$ cat src/rtl/pwm_stim_gen.sv
// PWM stimulus generator for real-number emulation.
// Produces a digital PWM bit plus a matching signed fixed-point level.
// The waveform advances one timestep per enabled cycle. New period/high-time
// settings are held in a single pending slot and become active only at a
// period wrap, so a running period is never cut short or stretched.
module pwm_stim_gen #(
  parameter int                             CNT_WIDTH  = 16,
  parameter int                             OUT_WIDTH  = 18,
  parameter logic signed [OUT_WIDTH-1:0]    HI_VAL     = 18'sd131071,
  parameter logic signed [OUT_WIDTH-1:0]    LO_VAL     = -18'sd131071,
  parameter logic        [CNT_WIDTH-1:0]    DEF_PERIOD = 16'd1000,
  parameter logic        [CNT_WIDTH-1:0]    DEF_HIGH   = 16'd500
) (
  input  logic                         clk,
  input  logic                         rst,
  input  logic                         en,
  input  logic                         cfg_valid,
  input  logic        [CNT_WIDTH-1:0]  cfg_period,
  input  logic        [CNT_WIDTH-1:0]  cfg_high,
  output logic                         cfg_ready,
  output logic                         out_dig,
  output logic signed [OUT_WIDTH-1:0]  out_real,
  output logic                         cycle_start
);

  // Reset-time settings, clamped the same way as runtime configurations.
  localparam logic [CNT_WIDTH-1:0] MIN_PER  = CNT_WIDTH'(2);
  localparam logic [CNT_WIDTH-1:0] RST_PER  = (DEF_PERIOD < MIN_PER) ? MIN_PER : DEF_PERIOD;
  localparam logic [CNT_WIDTH-1:0] RST_HIGH = (DEF_HIGH > RST_PER) ? RST_PER : DEF_HIGH;

  logic [CNT_WIDTH-1:0]         r_cnt;
  logic [CNT_WIDTH-1:0]         r_per_act;
  logic [CNT_WIDTH-1:0]         r_high_act;
  logic [CNT_WIDTH-1:0]         r_per_pend;
  logic [CNT_WIDTH-1:0]         r_high_pend;
  logic                         r_pend;
  logic                         r_dig;
  logic signed [OUT_WIDTH-1:0]  r_real;
  logic                         r_cycle_start;

  logic [CNT_WIDTH-1:0]         w_per_m1;
  logic                         w_wrap;
  logic                         w_apply;
  logic                         w_accept;
  logic [CNT_WIDTH-1:0]         w_cnt_next;
  logic [CNT_WIDTH-1:0]         w_high_next;
  logic [CNT_WIDTH-1:0]         w_cfg_per;
  logic [CNT_WIDTH-1:0]         w_cfg_high;
  logic                         w_dig_next;

  // Next-state terms for the counter, the pending slot and the output bit.
  always_comb begin
    w_per_m1    = r_per_act - CNT_WIDTH'(1);
    w_wrap      = (r_cnt == w_per_m1);
    // Accept and apply are mutually exclusive (accept needs !pend, apply
    // needs pend), so a config taken on a wrap cycle waits for the next wrap.
    w_apply     = w_wrap && r_pend;
    w_accept    = cfg_valid && !r_pend;
    w_cnt_next  = w_wrap ? '0 : (r_cnt + CNT_WIDTH'(1));
    w_high_next = w_apply ? r_high_pend : r_high_act;
    w_cfg_per   = (cfg_period < MIN_PER) ? MIN_PER : cfg_period;
    w_cfg_high  = (cfg_high > w_cfg_per) ? w_cfg_per : cfg_high;
    // cnt_next never exceeds period-1, so high=0 gives constant 0 and
    // high=period gives constant 1 with no extra logic.
    w_dig_next  = (w_cnt_next < w_high_next);
  end

  // Waveform state, pending-config slot and registered outputs.
  always_ff @(posedge clk) begin
    if (rst) begin
      r_cnt         <= '0;
      r_per_act     <= RST_PER;
      r_high_act    <= RST_HIGH;
      r_per_pend    <= RST_PER;
      r_high_pend   <= RST_HIGH;
      r_pend        <= 1'b0;
      r_dig         <= (RST_HIGH != '0);
      r_real        <= (RST_HIGH != '0) ? HI_VAL : LO_VAL;
      r_cycle_start <= 1'b0;
    end else begin
      r_cycle_start <= en && w_wrap;
      if (en) begin
        r_cnt  <= w_cnt_next;
        r_dig  <= w_dig_next;
        r_real <= w_dig_next ? HI_VAL : LO_VAL;
        if (w_apply) begin
          r_per_act  <= r_per_pend;
          r_high_act <= r_high_pend;
        end
      end
      if (w_accept) begin
        r_per_pend  <= w_cfg_per;
        r_high_pend <= w_cfg_high;
        r_pend      <= 1'b1;
      end else if (en && w_apply) begin
        r_pend      <= 1'b0;
      end
    end
  end

  assign cfg_ready   = !r_pend;
  assign out_dig     = r_dig;
  assign out_real    = r_real;
  assign cycle_start = r_cycle_start;

endmodule

$ cat config.mk
export PLATFORM = sky130hd
export DESIGN_NAME = pwm_stim_gen
export DESIGN_NICKNAME = d
export VERILOG_FILES = /design/src/rtl/pwm_stim_gen.sv
export SDC_FILE = /design/constraint.sdc
export NUM_CORES = 1
export LEC_CHECK = 0
export CAP_MARGIN = 10
export CORE_MARGIN = 2
export CORE_UTILIZATION = 60
export CTS_BUF_LIST = sky130_fd_sc_hd__clkbuf_4
export DETAILED_ROUTE_END_ITERATION = 8
export GPL_ROUTABILITY_DRIVEN = 0
export PLACE_DENSITY = 0.84
export SLEW_MARGIN = 25
export SYNTH_ARGS = -nofsm -noshare
export SYNTH_HDL_FRONTEND = slang
export SYNTH_SLANG_ARGS = --single-unit
$ cat constraint.sdc
create_clock -name clk -period 13.35 [get_ports clk]
set_input_delay 1.335 -clock clk [delete_from_list [all_inputs] [get_ports clk]]
set_output_delay 1.335 -clock clk [all_outputs]
set_load 0.05 [all_outputs]
After elaboration in Yosys (flattened, before gate mapping)
Cells that the tools add are included.
Cells by class
  add/subtract/negate cells: 2
  order comparisons: 3
  bitwise gates (word level): 0
  shift operators: 0
  multiplexer cells: 7
  multiply operators: 0
  divide/modulo/power cells: 0
  equal/unequal tests: 1
  reductions and logical operators: 7
Operators with widths (count)
  16-bit two-way mux: 4
  18-bit two-way mux: 1
  16-bit by 1-bit adder with 16-bit output (second input constant): 1
  16-bit == test: 1
  16-bit > comparator: 1
  16-bit less-than comparator: 1
  16-bit by 2-bit less-than comparator with 1-bit output (second input constant): 1
  16-bit by 1-bit subtractor with 16-bit output (second input constant): 1
  1-bit logical AND: 4
  1-bit two-way mux: 2
  2-bit AND reduction: 1
  2-bit nonzero test: 1
  1-bit zero test: 1
Word-level totals
  bits in latches: 0
  memories: 0
  word-level logic and storage cells: 29
  output and inout bits: 21
  bits in writable memories: 0
  input bits: 36
  ROM bits: 0
  register bits: 101

Depth between registers and ports, before layout
Gate-level depths: netlist (run 1).
  depth in word-level cells: 6
  gate-level depth with buffers: 18

Worst setup path before layout (run 1)
No wires, ideal clock.
  kind: register to register
  start point: register r_per_act[0]
  end point: register r_real[16] (netlist: out_real[16])
  data required time: 13292 ps
  setup slack: 9167 ps
  stages on the path, launching flop included: 19
  data arrival time: 4125 ps
  library setup time: 58 ps
  path through: dfxtp_1 > inv_1 > ha_1 > or3b_2 > nor3_2 > nor3_1 > or4b_4 > nor4b_4 > nand2_2 > buf_2 > mux2i_1 > ha_1 > a21o_1 > a21oi_1 > nor2b_1 > o21ai_0 > a21oi_1 > nor4_1 > a31o_2
On the way
  longest elaborated chain between the ends: 6
  elaborated cells between the ends (all ways): 7
Ends and longest elaborated chain
  from (decl): line 32  | logic [CNT_WIDTH-1:0] r_per_act;
  from (signal assigned): line 87  | r_per_act <= r_per_pend;
  16-bit by 1-bit subtractor with 16-bit output *: line 53  | w_per_m1 = r_per_act - CNT_WIDTH'(1);
  16-bit == test *: line 54  | w_wrap = (r_cnt == w_per_m1);
  1-bit logical AND: line 57  | w_apply = w_wrap && r_pend;
  16-bit two-way mux
  16-bit less-than comparator *: line 65  | w_dig_next = (w_cnt_next < w_high_next);
  18-bit two-way mux *: line 85  | r_real <= w_dig_next ? HI_VAL : LO_VAL;
  to (signal assigned): line 78  | r_real <= (RST_HIGH != '0) ? HI_VAL : LO_VAL;
  to (signal assigned): line 85
  to (decl): line 38  | logic signed [OUT_WIDTH-1:0] r_real;
Every way passes the cells marked *; elsewhere a longest branch is shown, timed or not.
A chain may end at the register's enable or synchronous reset.

Worst setup path in the final report (run 1)
Ends and elaborated chain as after synthesis.

==> results of run 1 <==
[worst min path at each step]
stage	start	to	slack (ns)	depth (start not counted)
2_1_floorplan	r_per_pend[8]	r_per_act[8]	0.44	1
3_3_place_gp	r_per_pend[10]	r_per_pend[10]	0.45	2
3_5_place_dp	r_per_pend[2]	r_per_pend[2]	0.45	2
4_1_cts	r_per_pend[2]	r_per_pend[2]	0.47	2
5_1_grt	r_per_pend[15]	r_per_act[15]	0.50	2
6_report	r_per_pend[2]	r_per_pend[2]	0.47	2
[layout by cell type (no fill, tap or decap), drive strengths merged, types with 4 or more instances in the layout]
cell	instances
clkdlybuf4s50	54
a21o	5
dfxtp	84
ha	33
nand2	63
o21ai	28
nor2b	7
nand4	12
inv	25
nor2	77
nand3b	6
xnor2	23
buf	6
mux2i	28
o21bai	4
and3	5
a211oi	4
nor4	13
nor4b	4
a221oi	6
xor2	17
nand2b	9
clkbuf	9
and2	7
a31oi	4
nor3	23
a311oi	8
a21oi	42
nand3	31
[per-layer routing]
| layer | vias up | track usage |
|---|---|---|
| met3 | 28 | 0.04255 |
| met4 | 0 | 0.1054 |
| met1 | 2359 | 0.3539 |
| met2 | 210 | 0.4704 |
| li1 | 2396 | - |
| met5 | - | 0 |
[power breakdown]
| part | internal (µW) | switching [µW] |
|---|---|---|
| clock network | 77.2 | 97.6 |
| logic | 32.5 | 49.0 |
| registers | 259 | 7.76 |
| total | 369 | 154 |
[cells in the mapped netlist (all sizes together) (8+ instances only)]
cell type / n / area, µm²
a21oi: 42 / 210.2
nand3: 31 / 155.2
xnor2: 23 / 201.4
o21ai: 28 / 140.1
nor2: 77 / 305.3
nand2: 63 / 239.0
xor2: 17 / 148.9
dfxtp: 84 / 1682
nand4: 12 / 75.07
inv: 23 / 86.33
nand2b: 9 / 56.30
clkbuf: 34 / 128.9
mux2i: 28 / 280.3
ha: 33 / 412.9
nor3: 23 / 120.1
nor4: 13 / 96.34
a311oi: 8 / 70.07
buf: 29 / 224.0
[area by class of cell]
cell class | instances | area [µm²]
diodes | 1 | 2.502
clock buffers | 9 | 67.56
clock inverters | 6 | 96.34
fillers | 671 | 2773
inverters | 23 | 86.33
multi-input cells | 505 | 3296
flip-flops and latches | 84 | 1682
well taps | 108 | 135.1
repair buffers | 60 | 583.1
[registers in the layout, summed over array words and instances, names as in the netlist]
register	flops
out_real	2
r_pend	1
r_high_act	16
r_per_pend	16
r_cnt	16
r_high_pend	16
cycle_start	1
r_per_act	16
[worst min-delay path: stages (launching register included)]
cell and delay [ns]:
sky130_fd_sc_hd__dfxtp_1 0.34, sky130_fd_sc_hd__nand2_1 0.05, sky130_fd_sc_hd__a21oi_1 0.05
[cell families after synthesis]
logic type	after synthesis	synth area share
AND/OR/NAND/NOR	274	0.2595
flip-flops	84	0.3112
XOR/XNOR	40	0.06483
adder cells (fa/ha/maj)	33	0.07641
other	1	0.0006939
multiplexers	28	0.05186
buffers and inverters	86	0.08127
AO/OA/AOI/OAI	129	0.1542
[metrics by stage]
step	utilization	power [µW]	worst slack, ns
6_report	0.6821	523.3	8.656
5_1_grt	0.6821	542.7	8.340
4_1_cts	0.6815	521.3	8.690
3_5_place_dp	0.6627	352.2	8.500
3_3_place_gp	0.6627	349.4	8.656
2_1_floorplan	-	324.4	9.167
==> results.md, run 1 <==
Worst setup path:
- The critical path crosses 17 cells after its start point.
- Along the worst path, the maximum fanout reaches 15.
- Grouping stages by cell kind, the critical path spends the most delay in simple AND/OR/NAND/NOR gates.
- For the worst setup path, the data arrival time is between 5 and 6 ns.
- The type of the worst setup path is flop to flop.
- The number of cells traversed by the worst register-to-register path is 17.
- The highest cell delay on the worst timing path is ~0.58 ns.
- The required time at the worst-slack endpoint is ~14 ns.
- The worst-case register-to-register setup slack is approximately 8.7 ns.
- The launching element of the worst setup path is r_per_act[0].
- The startpoint identified for the worst register-to-register timing path is r_per_act[0].
- The most critical setup path has its endpoint at out_real[16].
- The total buffers and inverters traversed by the critical path is 1.
- The startpoint type of the worst setup path is a flop.
- The worst register-to-register path ends at out_real[16].
- STA classifies the critical path endpoint as a flop.
- The critical-path cell with the highest stage delay is sky130_fd_sc_hd__or4b_4.
- Walking the worst path, the cells encountered are inv_1, ha_1, or3b_2, nor3_2, nor3_1, or4b_4, nor4b_4, nand2_2, mux2i_1, ha_1, a21o_1, a21oi_1, nor2b_1, o21ai_0, a21oi_1, nor4_1, a31o_2.

Detailed routing:
- The post-detailed-route via-to-cell ratio is about 6.3.
- The total routed wirelength is roughly 13 mm.
- The count of nets left with antenna violations once routing finished came out at 0.
- In the detailed route, the total length drawn on met3 is a little under 900 µm.
- The final route contains 4993 vias.
- The violation count after the first detailed-routing iteration is 276.
- The highest metal layer carrying signal wires in the routed design is met4.
- The detail-routed net length per standard cell is 16.70 µm.
- The routed design uses ~6.4 mm of met2 wire.
- The first-pass detailed-route iteration total is 6.
- In the routed design, unresolved DRC markers number 0.
- The met1 wire length is 5.803 mm.

Synth:
- The cell count after synthesis came out at about 680.
- When the netlist entered floorplanning its net count stood at roughly 740.
- The count of state elements after synthesis is 84.
- The cell area after technology mapping is between 5000 and 6000 µm².
- In the synthesized netlist the async set-or-reset flop fraction comes to 0.
- The number of different library cells used by synthesis comes to 65.
- Yosys printed 0 warnings.
- The average cell area after synthesis is about 8.0 µm².
- The fraction of the yosys area taken by sequential cells is 0.3112.
- The count of flip-flops with a built-in enable after synthesis is 0.
- The most used flip-flop cell after synthesis is sky130_fd_sc_hd__dfxtp_1.

Pwr:
- Dividing total power by cell area gives a power density of 87.97 nW/µm².
- VDD sags by at most between 0.05 and 0.06 mV.
- For this design the static power due to leakage is ~0.0024 µW.

STA:
- Setup repair after global routing left no endpoint under its margin.
- Hold is met by between 0.4 and 0.5 ns.
- For this run, the top clock speed supported by timing is ~210 MHz.
- The final count of hold timing violations came to 0.
- At the pin with the least slew margin, the transition time is around 1.0 ns.
- The smallest clock period supported by the final layout is computed as about 4.7 ns.
- The count of final setup violators is 0.
- The worst-case clock skew is 0.02274 ns.
- In the finished design, the share of the clock period the worst path needs comes to 0.3516.
- The final max-slew violation count is 0.
- In this run the tightest slew margin relative to its limit is 0.3215.
- The total negative setup slack is 0 ns.

Global route:
- The first-pass GRT wire length is 22.31 mm.
- The global-route usage over all layers is 0.2768.
- The largest net degree at the start of global routing is 96.
- The number of global-route vias before repair is about 4800.
- Summed over all layers, the global routing overflow is 0.
- The number of antenna violations at the first check in global routing is 1.

Clock network:
- Once the clock tree was built, the resizer swapped 0 gates to a different size.
- The number of sinks on the clock net is 84.
- The tree is rooted in a sky130_fd_sc_hd__clkbuf_4.
- Buffers inserted to repair hold after CTS numbered 0.
- Counting along the longest clock path gives a buffer depth of 2.
- Once the clock tree was built, the setup fixing pass inserted 0 buffers.
- The clock latency on the worst-skew pair is 0.45 ns.
- The CTS tree is done.
- The clock buffer count from CTS is 9.
- The H-tree was split into 3 levels.
- Clock-pin slew was measured on the worst setup and hold paths at 0.14 ns.

Job:
- The count of maximum capacitance violations is 0.

Finish:
- The layout cell share with drive strength beyond 1 is 0.05240.
- Once layout is done, the placed cells without fillers occupy 5948 µm².
- The net count reported at finish is 752.
- From synthesis to final layout, the design area changed by 10.07%.
- The finished layout holds 796 standard cells, fillers aside.

Floorplanning:
- Measured along the x axis, the die boundary spans roughly 100 µm.
- The die covers ~9800 µm².
- The number of I/O pins is between 50 and 60.
- The area inside the core boundary is ~8700 µm².
- The floorplan has 34 rows.
- The initial utilization of the core area, before any placement, comes to 0.6197.
- The die is 98.90 µm tall.

Place:
- The half-perimeter wire length after placement is a little under 10 mm.
- The number of buffers inserted by port buffering is 55.
- Including well taps, the total number of placed cells is 780.
- In this run the cell area measured after placement is approximately 5800 µm².

Worst hold path:
- The worst hold-check path type is flop to flop.

Outcome:
- The run finished with clean final reports.
Power figures use the tool's default switching activity.
==> inputs of run 2 (changes only) <==
CORE_UTILIZATION = 53   (was 60)
PLACE_DENSITY = 0.78   (was 0.84)
clock period = 3.9 ns   (was 13.35 ns; I/O delays follow)
==> run 2 against run 1 <==
Compared with the run above:
- critical endpoint unchanged
- clock power rose to 3.0 times the previous value
- hold slack got worse by 0.0039 ns
- the flow now finishes with violations (negative setup slack)
- clock skew fell by 0.0062 ns
==> results.md, run 2 (synthesis gave the netlist of run 1 again) <==
Pwr:
- The switching component of the power is 520.8 µW (+240%).
- The part of the power in the clock network came to 0.307 (-0.027).
- The static leakage is 0.002482 µW (+5.6%).
- The total power of the final layout came to 1733 µW (+230%).
- The share of power burned in registers was 0.526 (+0.016).
- The switching part of the total is 0.3005 (+0.005511).
- The total power per unit cell area is 276.4 nW/µm² (+210%).
- The part of the total power dissipated in combinational logic is 0.167 (+0.011).
- The internal power component was 1212 µW (+230%).
- The worst ir drop on vdd came to 0.1689 mV (+230%).

STA:
- The shortest clock period the worst path allows after layout is 4.051 ns (-0.6433 ns).
- The maximum clock frequency is 246.9 MHz (+16%).
- The worst-case clock skew was 0.01649 ns (-0.006248 ns).
- The final setup slack of the worst path came to -0.1510 ns (-8.807 ns).
- The final count of hold timing violations came to 0 (unchanged).
- The relative slew slack was 0.3549 (+0.03333).
- Setup repair after global routing could not meet its margin everywhere.
- The share of the clock period used by the worst path is 1.039 (+0.6871).
- The transition time at the pin with the least slew margin came to 0.9633 ns (-0.05435 ns).
- The worst hold slack is 0.4690 ns (-0.003916 ns).
- The count of final setup violators was 2 (+2).
- The final max-slew violation count was 0 (unchanged).

Finish:
- The top cell types in the final layout, fill and taps aside, are 80 x sky130_fd_sc_hd__dfxtp_1, 76 x sky130_fd_sc_hd__nor2_1, 60 x sky130_fd_sc_hd__nand2_1.
- The layout cell share with drive strength beyond 1 came to 0.1175 (+0.06508).
- Compared with the post-synthesis result, the final layout area differs by 16.00%.
- The library cell used most frequently in the layout, excluding fill and tap cells, is sky130_fd_sc_hd__dfxtp_1.
- The final antenna diode count came to 0 (-1).
- The final cell utilization of the core was 0.6384 (-0.04369).
- The net count reported at finish came to 779 (+3.6%).
- The post-route standard cell area excluding fillers came to 6269 µm² (+5.4%).

Worst setup path:
- The required time at the worst-slack endpoint is 4.30 ns (-9.44 ns).
- The setup path with the least slack is of type flop to flop.
- The kind of capture point of the worst setup path is a flop.
- The top fanout value on the critical path was 7 (-8).
- STA classifies the critical path startpoint as a flop.
- The data arrival time of the critical path is 4.45 ns (-0.64 ns).

Clock network:
- TritonCTS built the clock tree.
- The clock transition at the register clock pins on the worst setup and hold paths after CTS is 0.15 ns (about the same).
- The clock buffer count from CTS came to 9 (unchanged).
- The H-tree depth came to 3 (unchanged).
- The number of sinks on the clock net is 84 (unchanged).
- The clock latency on the worst-skew pair was 0.45 ns (about the same).
- Clock tree synthesis selected as its root buffer the cell sky130_fd_sc_hd__clkbuf_4.
- The largest buffer count on any clock path is 2 (unchanged).

Detailed routing:
- The total vias in the final route is 5036 (+0.86%).
- The violation count after the first detailed-routing iteration is 324 (+17%).
- The total routed wirelength was 14.15 mm (+6.4%).
- The antenna violation net count after detailed routing was 0 (unchanged).
- The detail-routed net length per standard cell was 16.68 µm (-0.12%).
- The remaining routing DRC violations was 0 (unchanged).
- The post-detailed-route via-to-cell ratio is 5.939 (-5.3%).
- The first-pass detailed-route iteration total was 6 (unchanged).

Place:
- The placement-stage cell area is 5981 µm² (+3.5%).
- The half-perimeter wire length after placement is 10.48 mm (+8.9%).
- The number of buffers inserted by port buffering is 55 (unchanged).

Floorplanning:
- The effective utilization at floorplan is 0.5503 (-0.06932).
- The number of rows in the core area came to 36 (+5.9%).
- The area inside the core boundary is 9819 µm² (+13%).
- The height of the die is 105.0 µm (+6.1%).
- The horizontal die dimension is 105.0 µm (+6.1%).
- The number of I/O pins came to 57 (unchanged).
- The area enclosed by the die boundary is 11020 µm² (+13%).

Global route:
- The number of antenna violations at the first check in global routing is 0 (-1).
- The largest net degree at the start of global routing is 48 (-50%).
- The number of global-route vias before repair was 4843 (+0.81%).
- The global-route usage over all layers was 0.2554 (-0.02146).
- The final global-route overflow total is 0 (unchanged).
- The first-pass GRT wire length came to 23.09 mm (+3.5%).

Worst hold path:
- The worst hold-check path type is flop to flop.

Outcome:
- The final reports fail on negative setup slack.
- The flow ran to the end, but the final reports show violations.

Job:
- The count of maximum capacitance violations is 0 (unchanged).
run 2: cell count changes in the layout (fill, tap and decap cells not counted), moves of 2 or more:
cell	change
sky130_fd_sc_hd__buf_4	+23
sky130_fd_sc_hd__nor3_1	-2
sky130_fd_sc_hd__buf_6	+4
sky130_fd_sc_hd__inv_1	-2
sky130_fd_sc_hd__inv_2	+2
sky130_fd_sc_hd__ha_1	-2
sky130_fd_sc_hd__a21oi_2	+2
sky130_fd_sc_hd__a21oi_1	-2
sky130_fd_sc_hd__a211oi_2	+2
sky130_fd_sc_hd__a211oi_1	-2
sky130_fd_sc_hd__nor3_2	+2
sky130_fd_sc_hd__dfxtp_2	+4
sky130_fd_sc_hd__dfxtp_1	-4
run 2: what timing repair did:
item	CTS	global route
setup endpoints to repair	2	2
gates cloned	0	0
endpoints found under the hold margin	0	0
resized for setup	9	16
hold buffers	0	0
buffers inserted	3	3
pin swaps	5	12
run 2: path summary, 6_finish.rpt:
| kind | from | endpoint | slack [ns] | cells past startpoint |
|---|---|---|---|---|
| worst max-delay path | r_per_act[3] | out_real[16] | -0.15 | 15 |
| worst min-delay path | r_per_pend[12] | r_per_pend[12] | 0.47 | 2 |
| worst max register to register | r_per_act[3] | out_real[16] | -0.15 | 15 |
| worst min register to register | r_per_pend[12] | r_per_pend[12] | 0.47 | 2 |
run 2: worst max-delay path, stage by stage, from the launching register on:
cell	delay, ns
sky130_fd_sc_hd__dfxtp_2	0.37
sky130_fd_sc_hd__nor4_4	0.52
sky130_fd_sc_hd__a31oi_1	0.20
sky130_fd_sc_hd__o211ai_1	0.34
sky130_fd_sc_hd__o221ai_1	0.27
sky130_fd_sc_hd__nor4b_4	0.41
sky130_fd_sc_hd__nand2_2	0.18
sky130_fd_sc_hd__buf_6	0.18
sky130_fd_sc_hd__mux2i_2	0.20
sky130_fd_sc_hd__ha_1	0.28
sky130_fd_sc_hd__a21oi_1	0.15
sky130_fd_sc_hd__nor2b_1	0.07
sky130_fd_sc_hd__o21ai_1	0.16
sky130_fd_sc_hd__a21oi_2	0.10
sky130_fd_sc_hd__nor4_2	0.36
sky130_fd_sc_hd__a31o_2	0.21
run 2: cell type report:
cell class	instances	area, µm²
Fill cell	851	3551
Multi-Input combinational cell	505	3382
Sequential cell	84	1687
Timing Repair Buffer	87	800.8
Tap cell	133	166.4
Inverter	23	86.33
Clock buffer	10	75.07
Clock inverter	6	71.32
run 2: per-layer routing:
metal  share of wire  track usage
met1            0.44       0.3336
met2            0.47       0.4309
met3           0.058      0.03431
met4           0.026      0.08952
met5               0            0
run 2: through the flow:
step                instances  setup slack [ns]  TNS (ns)
floorplan                 675           0.01986         0
CTS                       845           0.02229         0
global route              848           -0.2843   -0.5570
global placement          826           0.09941         0
detailed placement        826          -0.03758  -0.06817
finish                    848           -0.1510   -0.2895
run 2: power groups by stage:
stage                     combinational [µW]  sequential [µW]  clock, µW
after global placement                   275              928          0
final                                    290              912        531
after detailed placement                 283              930          0
after CTS                                285              911        538
after global routing                     318              916        572
after floorplan                          187              923          0
